===== config.mk =====
export PLATFORM = sky130hd
export DESIGN_NAME = reflet_uart_rx_fifo
export DESIGN_NICKNAME = d
export VERILOG_FILES = /design/src/rtl/reflet_uart_rx_fifo.sv
export SDC_FILE = /design/constraint.sdc
export NUM_CORES = 1
export LEC_CHECK = 0
export ABC_AREA = 1
export CELL_PAD_IN_SITES_DETAIL_PLACEMENT = 0
export CELL_PAD_IN_SITES_GLOBAL_PLACEMENT = 2
export CORE_MARGIN = 2
export CORE_UTILIZATION = 35
export DETAILED_ROUTE_END_ITERATION = 6
export PLACE_DENSITY_LB_ADDON = 0.1
export SLEW_MARGIN = 20
export SYNTH_ARGS = -nofsm -noshare
export SYNTH_HDL_FRONTEND = slang
export SYNTH_SLANG_ARGS = --single-unit

===== constraint.sdc =====
create_clock -name clk -period 5.36 [get_ports clk]
set_input_delay 1.072 -clock clk [delete_from_list [all_inputs] [get_ports clk]]
set_output_delay 1.072 -clock clk [all_outputs]
set_load 0.03 [all_outputs]

===== src/rtl/reflet_uart_rx_fifo.sv =====
// Memory-mapped 8N1 UART receiver with a power-of-two receive FIFO.
// Three bus registers: data/pop, status/W1C, occupancy; reads are combinational and OR-safe.
module reflet_uart_rx_fifo #(
  parameter int base_addr_size  = 15,
  parameter int base_addr       = 0,
  parameter int clk_freq        = 96000,
  parameter int baud_rate       = 9600,
  parameter int fifo_depth_log2 = 3
) (
  input  logic                      clk,
  input  logic                      reset,
  input  logic                      enable,
  input  logic [base_addr_size-1:0] addr,
  input  logic                      write_en,
  input  logic [7:0]                data_in,
  output logic [7:0]                data_out,
  input  logic                      rx
);

  localparam int DIV   = clk_freq / baud_rate;
  localparam int DEPTH = 2 ** fifo_depth_log2;
  localparam int CNT_W = $clog2(DIV);
  localparam int PW    = fifo_depth_log2;

  localparam logic [CNT_W-1:0] CNT_HALF = CNT_W'(DIV / 2 - 1);
  localparam logic [CNT_W-1:0] CNT_FULL = CNT_W'(DIV - 1);
  localparam logic [PW:0]      DEPTH_C  = (PW + 1)'(DEPTH);

  localparam logic [base_addr_size-1:0] A0 = base_addr_size'(base_addr);
  localparam logic [base_addr_size-1:0] A1 = base_addr_size'(base_addr + 1);
  localparam logic [base_addr_size-1:0] A2 = base_addr_size'(base_addr + 2);

  typedef enum logic [2:0] {S_IDLE, S_START, S_DATA, S_STOP, S_BREAK} state_t;

  state_t           state_q;
  logic [CNT_W-1:0] cnt_q;
  logic [2:0]       bit_q;
  logic [7:0]       shift_q;
  logic             rx_meta_q, rx_s_q;

  logic [7:0]       mem_q [DEPTH];
  logic [PW-1:0]    wr_ptr_q, rd_ptr_q;
  logic [PW:0]      count_q, count_d;
  logic             overflow_q, frame_err_q;

  logic hit0, hit1, hit2;
  logic cnt_zero, push, ferr_set, full, not_empty, pop, push_ok, ovf_set;
  logic unused_data;

  assign hit0 = enable && (addr == A0);
  assign hit1 = enable && (addr == A1);
  assign hit2 = enable && (addr == A2);

  assign cnt_zero  = (cnt_q == '0);
  assign push      = (state_q == S_STOP) && cnt_zero && rx_s_q;
  assign ferr_set  = (state_q == S_STOP) && cnt_zero && !rx_s_q;
  assign full      = (count_q == DEPTH_C);
  assign not_empty = (count_q != '0);
  assign pop       = hit0 && write_en && not_empty;
  // A push into a full FIFO still lands when the head leaves on the same edge.
  assign push_ok   = push && (!full || pop);
  assign ovf_set   = push && full && !pop;

  assign unused_data = ^{data_in[7:4], data_in[1:0]};

  always_ff @(posedge clk or posedge reset) begin
    if (reset) begin
      rx_meta_q <= 1'b1;
      rx_s_q    <= 1'b1;
    end else begin
      rx_meta_q <= rx;
      rx_s_q    <= rx_meta_q;
    end
  end

  always_ff @(posedge clk or posedge reset) begin
    if (reset) begin
      state_q <= S_IDLE;
      cnt_q   <= '0;
      bit_q   <= '0;
      shift_q <= '0;
    end else begin
      case (state_q)
        S_IDLE: begin
          if (!rx_s_q) begin
            state_q <= S_START;
            cnt_q   <= CNT_HALF;
          end
        end
        S_START: begin
          if (!cnt_zero) cnt_q <= cnt_q - 1'b1;
          else if (rx_s_q) state_q <= S_IDLE;
          else begin
            state_q <= S_DATA;
            cnt_q   <= CNT_FULL;
            bit_q   <= '0;
          end
        end
        S_DATA: begin
          if (!cnt_zero) cnt_q <= cnt_q - 1'b1;
          else begin
            shift_q <= {rx_s_q, shift_q[7:1]};
            cnt_q   <= CNT_FULL;
            if (bit_q == 3'd7) state_q <= S_STOP;
            else bit_q <= bit_q + 1'b1;
          end
        end
        S_STOP: begin
          if (!cnt_zero) cnt_q <= cnt_q - 1'b1;
          else state_q <= rx_s_q ? S_IDLE : S_BREAK;
        end
        S_BREAK: begin
          if (rx_s_q) state_q <= S_IDLE;
        end
        default: state_q <= S_IDLE;
      endcase
    end
  end

  always_comb begin
    count_d = count_q;
    if (push_ok && !pop)      count_d = count_q + 1'b1;
    else if (!push_ok && pop) count_d = count_q - 1'b1;
  end

  always_ff @(posedge clk) begin
    if (push_ok) mem_q[wr_ptr_q] <= shift_q;
  end

  // Flags are sticky; a set on the same edge as a W1C clear wins.
  always_ff @(posedge clk or posedge reset) begin
    if (reset) begin
      wr_ptr_q    <= '0;
      rd_ptr_q    <= '0;
      count_q     <= '0;
      overflow_q  <= 1'b0;
      frame_err_q <= 1'b0;
    end else begin
      if (push_ok) wr_ptr_q <= wr_ptr_q + 1'b1;
      if (pop)     rd_ptr_q <= rd_ptr_q + 1'b1;
      count_q     <= count_d;
      overflow_q  <= ovf_set  | (overflow_q  & ~(hit1 & write_en & data_in[2]));
      frame_err_q <= ferr_set | (frame_err_q & ~(hit1 & write_en & data_in[3]));
    end
  end

  always_comb begin
    data_out = 8'h00;
    if (hit0)      data_out = not_empty ? mem_q[rd_ptr_q] : 8'h00;
    else if (hit1) data_out = {4'b0, frame_err_q, overflow_q, full, not_empty};
    else if (hit2) data_out = 8'(count_q);
  end

endmodule

==> results.cfg <==
[status]
status = completed

[clocking]
clk_pin_slew_ns = 0.07
cts_inserted_buffers = 9
cts_root_buffer = clkbuf_16
ctsHoldBuffers = 0
cts.path.max_buffers = 2
clock-sinks = 96
cts_setup_buffers = 0
cts_resized = 0
worstSkewPairLatency_ns = 0.35
cts_tree = built
htreeDepth = 3

[detailed_routing]
drt.antenna.violating_nets = 0
wl_per_cell_um = 15.1
vias = 3086
drtPass1Iterations = 4
drt_iter0_drc = 173
routed_wl_um = 9870
drc = 0
via_per_inst = 4.73

[power_and_ir_drop]
p_int_uw = 1320
ir_worst_vdd_mv = 0.210
power_density_nw_per_um2 = 346
comb_power_share_pct = 16.4
switching_share_pct = 28.3
leakagePower_uw = 0.00219
power_frac_clock_pct = 34.7
power.switching_uw = 522
power_frac_seq_pct = 48.9

[synthesis]
synth.distinct_cells = 34
yosys_warnings = 0
post_synth.cell_area_avg_um2 = 10.3
syn_inst = 443
ys_ff_latch = 96
yosysSeqAreaShare_pct = 59.9
syn_nets = 481
syn-cell-area_um2 = 4550

[sta]
rsz0062_at_grt = false
fin_crit_sh_pct = 81.7
setup_viol = 0
slew_violations = 0
relSlewSlack_pct = 33.9
worst_pin_slew_ns = 0.990
max_freq_mhz = 228
hold_viol_final = 0
min_period_ns = 4.38
skew_ns = 0.00895
whs_ns = 0.357
setup_tns_ns = 0

[worst_hold_path]
whs_path_depth = 0
worstHoldStart = rx_meta_q
hold_class = reg -> reg
min_to = rx_s_q

[global_routing]
grt_overflow = 0
grt_max_degree = 35
antenna_found_initial = 0
met3_usage_pct = 2.37
top_usage_layer = met2
grt_usage_pct = 15.3
grt_use_met1_pct = 19.7
grt_pass1_wl_um = 16000
met2_usage_pct = 24.9
grt_pass1_vias = 3100

[critical_path]
path_max_fanout = 5
reg2reg_depth = 16
startpoint_type = input pin
crit_type = in -> out
r2r-start = cnt_q[0]
cp-end-kind = primary output
cp.arrival_ns = 3.31
ff2ff_setup_slack_ns = 2.76
crit_required_ns = 4.29
rr_endpoint = count_q[3]

[die]
num_io_pins = 36
start_util_pct = 35.9
dieArea_um2 = 13900
core-area_um2 = 12700
die_w_um = 118
rows = 41
die_y_um = 118

[cells_and_area]
antenna_cells = 0
area_growth_pct = 17.1
final_common_cell = nand2_1
layout.nets = 514
fin_cells = 653
layout_common_cells = nand2_1, edfxtp_1, nor2_1
drive_gt1_share_pct = 11.6
final_util_pct = 42.0

[placement]
gp_congestion = 0.743
hpwlAfterDp_um = 6430
place_inst = 637
portBuffers = 29

[run]
cap_violations = 0
-- cells in the mapped netlist (all sizes together) --
cell | instances | area, µm²
or2 | 2 | 12.5
nand2 | 99 | 404
edfxtp | 64 | 1920
nand3b | 1 | 7.51
o211ai | 1 | 7.51
nand4 | 5 | 46.3
o22ai | 17 | 106
o21ai | 50 | 250
nand3 | 27 | 183
xnor2 | 3 | 26.3
nor3 | 1 | 5.00
xor2 | 4 | 35.0
dfrtp | 30 | 751
dfstp | 2 | 52.6
inv | 36 | 135
mux2 | 1 | 11.3
clkbuf | 8 | 30.0
nor2 | 71 | 378
a21oi | 9 | 45.0
fa | 1 | 20.0
clkinv | 1 | 3.75
buf | 1 | 5.00
ha | 9 | 113
-- power groups by stage --
stage	logic, µW	registers (µW)	clock network (µW)
2_1_floorplan	235	903	0
3_3_place_gp	305	917	0
3_5_place_dp	304	918	0
4_1_cts	305	903	664
5_1_grt	348	913	693
6_report	302	903	640
-- layer usage --
layer	part of all wire (%)	wire, µm	vias up
met3	1.6	160	12
met2	49	4830	30
met4	1.9	183	0
li1	-	-	1578
met5	0	0	-
met1	48	4700	1466
-- critical path, stage by stage --
cell             delay (ns)
clkdlybuf4s50_1        0.44
nor2_4                 0.18
nand2_2                0.08
nor2_4                 0.16
nand3_2                0.13
nor2_2                 0.23
inv_2                  0.13
a21oi_1                0.19
clkdlybuf4s50_1        0.70
-- worst max path at each step --
stage / startpoint / slack (ns) / cells past startpoint / endpoint
2_1_floorplan: addr[13] / 2.00 / 7 / data_out[4]
3_3_place_gp: addr[3] / 1.0 / 9 / data_out[6]
3_5_place_dp: addr[3] / 0.98 / 9 / data_out[6]
4_1_cts: addr[3] / 0.97 / 9 / data_out[6]
5_1_grt: addr[3] / 0.85 / 9 / data_out[6]
6_report: addr[3] / 0.98 / 9 / data_out[5]
-- logic make-up (layout without fill, tap and decap cells) --
| kind of cell | after synthesis | after routing | share of synthesized area [%] |
|---|---|---|---|
| mux | 1 | 1 | 0.248 |
| xor+xnor | 7 | 7 | 1.35 |
| simple gates | 206 | 206 | 22.8 |
| fa+ha+maj | 10 | 10 | 2.92 |
| flops | 96 | 96 | 59.9 |
| compound gates | 77 | 77 | 8.99 |
| buf+inv | 46 | 84 | 3.82 |
-- sequential cells by signal, summed over array words and instances, names as in the netlist --
| name | cells |
|---|---|
| state_q | 3 |
| bit_q | 3 |
| shift_q | 8 |
| overflow_q | 1 |
| count_q | 4 |
| rd_ptr_q | 3 |
| frame_err_q | 1 |
| rx_s_q | 1 |
| wr_ptr_q | 3 |
| mem_q | 64 |
| rx_meta_q | 1 |
| cnt_q | 4 |
-- final cells by class --
type                       count  area (µm²)
multi-input combinational    301        1650
fill                        1276        7340
clock inverter                 7        67.6
clock buffer                   9         225
timing repair buffer          31         305
tap                          172         215
sequential                    96        2730
inverter                      37         139
-- metrics by stage --
step	total power (µW)	instance area, µm²	setup slack [ns]
after floorplan	1140	4550	2.00
after global placement	1220	5030	1.00
after detailed placement	1220	5030	0.978
after CTS	1870	5330	0.968
after global routing	1950	5330	0.851
final	1840	5330	0.981
Note: power is estimated with default switching activity, not from simulation.
